### config.mk
export PLATFORM = sky130hd
export DESIGN_NAME = ibex_alu_iter_flat
export DESIGN_NICKNAME = d
export VERILOG_FILES = /design/src/rtl/ibex_alu_iter_if.sv /design/src/rtl/ibex_alu_iter.sv /design/src/flat_wrapper.sv
export SDC_FILE = /design/constraint.sdc
export NUM_CORES = 1
export LEC_CHECK = 0
export CAP_MARGIN = 10
export CORE_ASPECT_RATIO = 1.5
export CORE_MARGIN = 2
export CORE_UTILIZATION = 50
export CTS_BUF_LIST = sky130_fd_sc_hd__clkbuf_8
export DETAILED_ROUTE_END_ITERATION = 6
export GPL_TIMING_DRIVEN = 0
export PLACE_DENSITY = 0.69
export SYNTH_ARGS = -nofsm -noshare
export SYNTH_HDL_FRONTEND = slang
export SYNTH_SLANG_ARGS = --single-unit
### constraint.sdc
create_clock -name clk_i -period 3.7 [get_ports clk_i]
set_input_delay 0.925 -clock clk_i [delete_from_list [all_inputs] [get_ports clk_i]]
set_output_delay 0.925 -clock clk_i [all_outputs]
set_load 0.01 [all_outputs]
### src/rtl/ibex_alu_iter_if.sv
// Request/response bundle for the iterative ALU: operands and op in,
// registered result and flags out, each direction with its own valid/ready.
interface ibex_alu_iter_if #(
    parameter int WIDTH = 32
);
    logic             req_valid_i;
    logic             req_ready_o;
    logic [2:0]       op_i;
    logic [WIDTH-1:0] operand_a_i;
    logic [WIDTH-1:0] operand_b_i;
    logic             resp_valid_o;
    logic             resp_ready_i;
    logic [WIDTH-1:0] result_o;
    logic             carry_o;
    logic             cmp_result_o;
    logic             is_equal_o;
    logic             busy_o;

    modport slave (
        input  req_valid_i, op_i, operand_a_i, operand_b_i, resp_ready_i,
        output req_ready_o, resp_valid_o, result_o, carry_o, cmp_result_o,
               is_equal_o, busy_o
    );

    modport master (
        output req_valid_i, op_i, operand_a_i, operand_b_i, resp_ready_i,
        input  req_ready_o, resp_valid_o, result_o, carry_o, cmp_result_o,
               is_equal_o, busy_o
    );
endinterface

### src/rtl/ibex_alu_iter.sv
// Handshaked ALU: single-cycle ADD/SUB/logic/SLTU plus an iterative
// carry-less multiply retiring BITS_PER_CYCLE multiplier bits per cycle.
module ibex_alu_iter #(
    parameter int WIDTH          = 32,
    parameter int BITS_PER_CYCLE = 1
) (
    input  logic          clk_i,
    input  logic          rst_i,
    ibex_alu_iter_if.slave bus
);
    localparam int STEPS = WIDTH / BITS_PER_CYCLE;
    localparam int CNT_W = (STEPS > 1) ? $clog2(STEPS) : 1;
    localparam int IDX_W = $clog2(WIDTH);

    typedef enum logic [1:0] {S_IDLE, S_CALC, S_RESP} state_t;

    state_t               r_state, w_state_nxt;
    logic                 r_hi;
    logic [WIDTH-1:0]     r_a, r_b;
    logic [1:0][WIDTH-1:0] r_imd;
    logic [CNT_W-1:0]     r_cnt;
    logic [WIDTH-1:0]     r_result;
    logic                 r_carry, r_cmp, r_eq;

    logic                 w_accept, w_is_clmul, w_last;
    logic [WIDTH:0]       w_sum, w_diff;
    logic [WIDTH-1:0]     w_alu_res;
    logic                 w_alu_carry;
    logic [2*WIDTH-1:0]   w_a_ext, w_acc;
    logic [IDX_W-1:0]     w_idx;

    assign w_is_clmul = (bus.op_i[2:1] == 2'b11);
    assign w_last     = (r_cnt == CNT_W'(STEPS - 1));

    // Subtraction as A + ~B + 1 so bit WIDTH is the not-borrow flag.
    assign w_sum  = {1'b0, bus.operand_a_i} + {1'b0, bus.operand_b_i};
    assign w_diff = {1'b0, bus.operand_a_i} + {1'b0, ~bus.operand_b_i}
                  + {{WIDTH{1'b0}}, 1'b1};

    always_comb begin
        w_alu_res   = '0;
        w_alu_carry = 1'b0;
        case (bus.op_i)
            3'd0: begin w_alu_res = w_sum[WIDTH-1:0];  w_alu_carry = w_sum[WIDTH];  end
            3'd1: begin w_alu_res = w_diff[WIDTH-1:0]; w_alu_carry = w_diff[WIDTH]; end
            3'd2: w_alu_res = bus.operand_a_i & bus.operand_b_i;
            3'd3: w_alu_res = bus.operand_a_i | bus.operand_b_i;
            3'd4: w_alu_res = bus.operand_a_i ^ bus.operand_b_i;
            3'd5: w_alu_res = {{(WIDTH-1){1'b0}}, (bus.operand_a_i < bus.operand_b_i)};
            default: ;
        endcase
    end

    // One CALC step: fold the next BITS_PER_CYCLE partial products into imd.
    assign w_a_ext = {{WIDTH{1'b0}}, r_a};
    always_comb begin
        w_acc = r_imd;
        w_idx = '0;
        for (int k = 0; k < BITS_PER_CYCLE; k++) begin
            w_idx = IDX_W'(int'(r_cnt) * BITS_PER_CYCLE + k);
            if (r_b[w_idx])
                w_acc = w_acc ^ (w_a_ext << w_idx);
        end
    end

    always_comb begin
        w_state_nxt = r_state;
        w_accept    = 1'b0;
        case (r_state)
            S_IDLE: begin
                w_accept = bus.req_valid_i;
                if (bus.req_valid_i)
                    w_state_nxt = w_is_clmul ? S_CALC : S_RESP;
            end
            S_CALC: if (w_last) w_state_nxt = S_RESP;
            S_RESP: if (bus.resp_ready_i) w_state_nxt = S_IDLE;
            default: w_state_nxt = S_IDLE;
        endcase
        bus.req_ready_o  = (r_state == S_IDLE);
        bus.resp_valid_o = (r_state == S_RESP);
        bus.busy_o       = (r_state != S_IDLE);
    end

    always_ff @(posedge clk_i) begin
        if (rst_i) begin
            r_state  <= S_IDLE;
            r_hi     <= 1'b0;
            r_a      <= '0;
            r_b      <= '0;
            r_imd    <= '0;
            r_cnt    <= '0;
            r_result <= '0;
            r_carry  <= 1'b0;
            r_cmp    <= 1'b0;
            r_eq     <= 1'b0;
        end else begin
            r_state <= w_state_nxt;
            case (r_state)
                S_IDLE: if (w_accept) begin
                    r_hi  <= bus.op_i[0];
                    r_a   <= bus.operand_a_i;
                    r_b   <= bus.operand_b_i;
                    r_cmp <= (bus.operand_a_i < bus.operand_b_i);
                    r_eq  <= (bus.operand_a_i == bus.operand_b_i);
                    if (w_is_clmul) begin
                        r_imd   <= '0;
                        r_cnt   <= '0;
                        r_carry <= 1'b0;
                    end else begin
                        r_result <= w_alu_res;
                        r_carry  <= w_alu_carry;
                    end
                end
                S_CALC: begin
                    r_imd <= w_acc;
                    if (w_last)
                        r_result <= r_hi ? w_acc[2*WIDTH-1:WIDTH] : w_acc[WIDTH-1:0];
                    else
                        r_cnt <= r_cnt + 1'b1;
                end
                default: ;
            endcase
        end
    end

    assign bus.result_o     = r_result;
    assign bus.carry_o      = r_carry;
    assign bus.cmp_result_o = r_cmp;
    assign bus.is_equal_o   = r_eq;
endmodule

### src/flat_wrapper.sv
// flat-port wrapper written by rule: the top's interface ports become plain ports
module ibex_alu_iter_flat 
#(
    parameter int WIDTH          = 32,
    parameter int BITS_PER_CYCLE = 1
)
  (clk_i, rst_i, bus_req_valid_i, bus_op_i, bus_operand_a_i, bus_operand_b_i, bus_resp_ready_i, bus_req_ready_o, bus_resp_valid_o, bus_result_o, bus_carry_o, bus_cmp_result_o, bus_is_equal_o, bus_busy_o);
  ibex_alu_iter_if #(.WIDTH(WIDTH)) bus_i ();
  input  logic clk_i;
  input  logic rst_i;
  input wire logic [$bits(bus_i.req_valid_i)-1:0] bus_req_valid_i;
  input wire logic [$bits(bus_i.op_i)-1:0] bus_op_i;
  input wire logic [$bits(bus_i.operand_a_i)-1:0] bus_operand_a_i;
  input wire logic [$bits(bus_i.operand_b_i)-1:0] bus_operand_b_i;
  input wire logic [$bits(bus_i.resp_ready_i)-1:0] bus_resp_ready_i;
  output wire logic [$bits(bus_i.req_ready_o)-1:0] bus_req_ready_o;
  output wire logic [$bits(bus_i.resp_valid_o)-1:0] bus_resp_valid_o;
  output wire logic [$bits(bus_i.result_o)-1:0] bus_result_o;
  output wire logic [$bits(bus_i.carry_o)-1:0] bus_carry_o;
  output wire logic [$bits(bus_i.cmp_result_o)-1:0] bus_cmp_result_o;
  output wire logic [$bits(bus_i.is_equal_o)-1:0] bus_is_equal_o;
  output wire logic [$bits(bus_i.busy_o)-1:0] bus_busy_o;
  assign bus_i.req_valid_i = bus_req_valid_i;
  assign bus_i.op_i = bus_op_i;
  assign bus_i.operand_a_i = bus_operand_a_i;
  assign bus_i.operand_b_i = bus_operand_b_i;
  assign bus_i.resp_ready_i = bus_resp_ready_i;
  assign bus_req_ready_o = bus_i.req_ready_o;
  assign bus_resp_valid_o = bus_i.resp_valid_o;
  assign bus_result_o = bus_i.result_o;
  assign bus_carry_o = bus_i.carry_o;
  assign bus_cmp_result_o = bus_i.cmp_result_o;
  assign bus_is_equal_o = bus_i.is_equal_o;
  assign bus_busy_o = bus_i.busy_o;
  ibex_alu_iter #(.WIDTH(WIDTH), .BITS_PER_CYCLE(BITS_PER_CYCLE)) u_core (.clk_i(clk_i), .rst_i(rst_i), .bus(bus_i));
endmodule
==> impl_metrics.py <==
metrics = {
    "pwr": {
        "ir_drop_uv": 252,
        "p_int_mw": 3.41,
        "seq_power_share_pct": 35.5,
        "clockPowerShare_pct": 27.0,
        "p_comb_share_pct": 37.5,
        "swShare_pct": 39.4,
        "power_density_nw_per_um2": 301,
        "net-switching-power_mw": 2.22,
        "p_leak_nw": 7.27,
    },
    "yosys": {
        "synthesis.area_um2": 15800,
        "syn_inst": 2125,
        "ys_warn_count": 0,
        "synth_nets": 2307,
        "synth_edf_count": 0,
        "synth-seq-cells": 170,
        "synth.distinct_cells": 92,
        "syn_avg_cell_area_um2": 7.46,
        "async_reset_ff_share_pct": 0,
        "synthFlopType": "dfxtp_1",
        "synth-seq-area-share_pct": 21.5,
    },
    "detailed_routing": {
        "drc": 0,
        "routedWlPerCell_um": 29.4,
        "drtAntennaViolNets": 0,
        "vias": 18100,
        "drtIter0Drc": 2126,
        "viasPerCell": 6.72,
        "totalWireLength_um": 79200,
        "first_pass_iters": 6,
    },
    "floorplanning": {
        "io_pins": 109,
        "core_area_um2": 31100,
        "die_area_um2": 33200,
        "die_w_um": 149,
        "die_y_um": 222,
        "initial_utilization_pct": 50.9,
        "rows": 79,
    },
    "placed_design": {
        "dp_hpwl_um": 62400,
        "dp.cells": 2638,
        "portBuffers": 107,
        "pre_cts_ws_ps": -1890,
        "gp_congestion": 1.06,
    },
    "setup_path": {
        "r2r_cells": 8,
        "crit_chain": "clkbuf_1 > nand2b_1 > clkbuf_1 > clkbuf_1 > clkbuf_1 > o221ai_1 > o2111ai_1 > nand2_1",
        "cp.arrival_ps": 4200,
        "path_max_fanout": 10,
        "startpoint_type": "flip-flop",
        "r2r_start": "u_core.r_state[1]$_SDFFE_PP0P_",
        "cp_common_cell": "clkbuf_1",
        "slowest_delay_ps": 730,
        "critical-path-top-delay-family": "buffers and inverters",
        "path_class": "flip-flop to flip-flop",
        "crit_buf_inv": 4,
        "cp.required_ps": 4080,
        "endpoint_kind": "flip-flop",
        "cp_slowest_cell": "clkbuf_1",
        "rrSetupSlack_ps": -120,
        "worstReg2RegEnd": "u_core.bus.result_o[3]$_SDFFE_PP0P_",
    },
    "timing": {
        "fin_ws_ps": -121,
        "finClkSkew_ps": 13.0,
        "fmax_mhz": 262,
        "hold_violations": 0,
        "period_minus_slack_ps": 3820,
        "slew_headroom_pct": 17.9,
        "rsz0062_at_grt": "yes",
        "finalSetupViolCount": 8,
        "slew_viol_final": 0,
        "worst_pin_slew_ps": 1230,
        "finalCritPeriodShare_pct": 103,
        "finalSetupTns_ps": -381,
    },
    "clock_network": {
        "h-tree-depth": 4,
        "numCtsBuffers": 17,
        "root_buffer": "clkbuf_8",
        "clk_pin_slew_ps": 90,
        "clockBufferDepth": 2,
        "clk_latency_ps": 490,
        "clkSinkCount": 170,
        "tritoncts": "done",
    },
    "status": {
        "status": "finished with violations",
        "violations": "setup timing",
    },
    "final_layout": {
        "fin_cells": 2690,
        "fin_util_pct": 60.0,
        "n_antenna_cell": 0,
        "syn2layout_area_growth_pct": 17.8,
        "drive_above_1_share_pct": 14.0,
        "nNetsFinal": 2454,
        "fillCellCount": 2998,
    },
    "flow_run": {
        "drv_cap": 0,
    },
    "global_routing": {
        "grt_first_pass_wirelength_um": 113000,
        "overflow": 0,
        "antenna_found_initial": 1,
        "grt_max_degree": 17,
        "grtUsageTotal_pct": 46.7,
        "grt_pass1_vias": 17200,
    },
    "min_path": {
        "hold_path.class": "flip-flop to flip-flop",
        "min-delay-start": "u_core.bus.result_o[3]$_SDFFE_PP0P_",
        "whs_endpoint": "u_core.bus.result_o[3]$_SDFFE_PP0P_",
        "hold_depth": 2,
    },
}
worst max-delay path by stage:
stage	startpoint	end	cells after the start
detailed placement	bus_operand_b_i[13]	u_core.bus.result_o[26]$_SDFFE_PP0P_	13
floorplan	bus_operand_a_i[0]	u_core.bus.result_o[24]$_SDFFE_PP0P_	12
global placement	bus_operand_b_i[14]	u_core.bus.result_o[29]$_SDFFE_PP0P_	11
finish	u_core.r_state[1]$_SDFFE_PP0P_	u_core.bus.result_o[3]$_SDFFE_PP0P_	8
global route	bus_operand_b_i[24]	u_core.bus.result_o[29]$_SDFFE_PP0P_	12
CTS	bus_operand_a_i[1]	u_core.bus.result_o[29]$_SDFFE_PP0P_	14
metal layers:
layer	global-route usage, %	part of all wire, %
met3	11.7	9.5
met5	0	0.016
met2	75.7	46
met4	46.1	13
met1	47.6	32
metrics by stage:
| stage | power, mW | hold slack, ps | area [um2] |
|---|---|---|---|
| after floorplan | 3.13 | 433 | 15800 |
| after global placement | 3.88 | 433 | 17400 |
| after detailed placement | 3.89 | 433 | 17400 |
| after CTS | 5.49 | 450 | 18500 |
| after global routing | 5.79 | 484 | 18700 |
| final | 5.63 | 448 | 18700 |
synthesized netlist by cell type (14+ instances only):
| master | n | area share (%) |
|---|---|---|
| dfxtp_1 | 170 | 21 |
| nand2_1 | 279 | 6.6 |
| a211oi_1 | 17 | 0.81 |
| mux2i_1 | 67 | 4.2 |
| mux2_2 | 23 | 1.6 |
| o211ai_1 | 20 | 0.95 |
| nor2b_1 | 16 | 0.63 |
| nand2b_1 | 28 | 1.1 |
| nor3_1 | 55 | 1.7 |
| a21oi_1 | 220 | 6.9 |
| mux4_2 | 35 | 5.0 |
| clkbuf_1 | 106 | 2.5 |
| ha_1 | 109 | 8.6 |
| nor2_1 | 247 | 5.9 |
| xor2_1 | 31 | 1.7 |
| o22ai_1 | 23 | 0.91 |
| nand3_1 | 18 | 0.57 |
| a21o_1 | 19 | 0.90 |
| xnor2_1 | 48 | 2.7 |
| buf_2 | 15 | 0.47 |
| o22a_1 | 14 | 0.77 |
| inv_1 | 123 | 2.9 |
| o21ai_0 | 104 | 3.3 |
| a22oi_1 | 58 | 2.7 |
power groups by stage:
stage | logic, mW | clock network (mW) | registers, mW
after floorplan | 1.11 | 0 | 2.01
after global placement | 1.85 | 0 | 2.03
after detailed placement | 1.86 | 0 | 2.03
after CTS | 1.99 | 1.51 | 1.99
after global routing | 2.20 | 1.59 | 2.00
final | 2.11 | 1.52 | 2.00
registers in the layout, summed over array words and instances, names as in the netlist:
name	count
u_core.bus.carry_o	1
u_core.bus.cmp_result_o	1
u_core.bus.is_equal_o	1
u_core.bus.result_o	32
u_core.r_a	32
u_core.r_b	32
u_core.r_cnt	5
u_core.r_hi	1
u_core.r_imd	63
u_core.r_state	2
tightest hold or removal path, stage by stage (launching register included):
cell and delay, ps:
dfxtp_1 320, nand2_1 50, nand2_1 40
cell usage in the layout (no fill, tap or decap), types with 15 or more instances in the layout:
cell             instances
nor3_1                  48
a22oi_1                 57
nand2b_1                28
xnor2_1                 48
o21ai_1                 15
clkbuf_1                83
mux2i_1                 67
nand3_1                 17
o21ai_0                 93
nand2_1                275
inv_1                  118
dlygate4sd2_1           15
clkdlybuf4s50_1         60
a21oi_1                210
clkbuf_2                30
xor2_1                  31
clkbuf_8                18
ha_1                    98
mux4_2                  35
nor2_1                 239
mux2_2                  23
o211ai_1                20
buf_4                   32
nor2b_1                 15
dfxtp_1                170
o22ai_1                 22
a21o_1                  19
final cells by class:
cell class,count,area [um2],share of cell area [%]
Timing Repair Buffer,131,1180,6.33
Inverter,126,484,2.59
Sequential cell,170,3400,18.2
Clock buffer,17,234,1.25
Clock inverter,15,211,1.13
Buffer,147,739,3.96
Tap cell,405,507,2.71
Multi-Input combinational cell,1679,11900,63.8
timing repair:
action,in CTS,in global routing
pin swaps,36,19
buffers inserted,21,2
endpoints found under the setup margin,34,31
cloned,0,0
hold buffers,0,0
resized for setup,184,85
hold endpoints to repair,0,0
kinds of logic (layout without fill, tap and decap cells):
| logic type | Yosys count | after routing | share of synthesized area (%) |
|---|---|---|---|
| AND/OR/NAND/NOR | 722 | 722 | 19.9 |
| AO/OA/AOI/OAI | 640 | 640 | 27.1 |
| buffers and inverters | 276 | 436 | 7.24 |
| flip-flops | 170 | 170 | 21.5 |
| multiplexers | 127 | 127 | 11.1 |
| adder cells (fa/ha/maj) | 111 | 111 | 8.86 |
| XOR/XNOR | 79 | 79 | 4.37 |
Power figures use the tool's default switching activity.
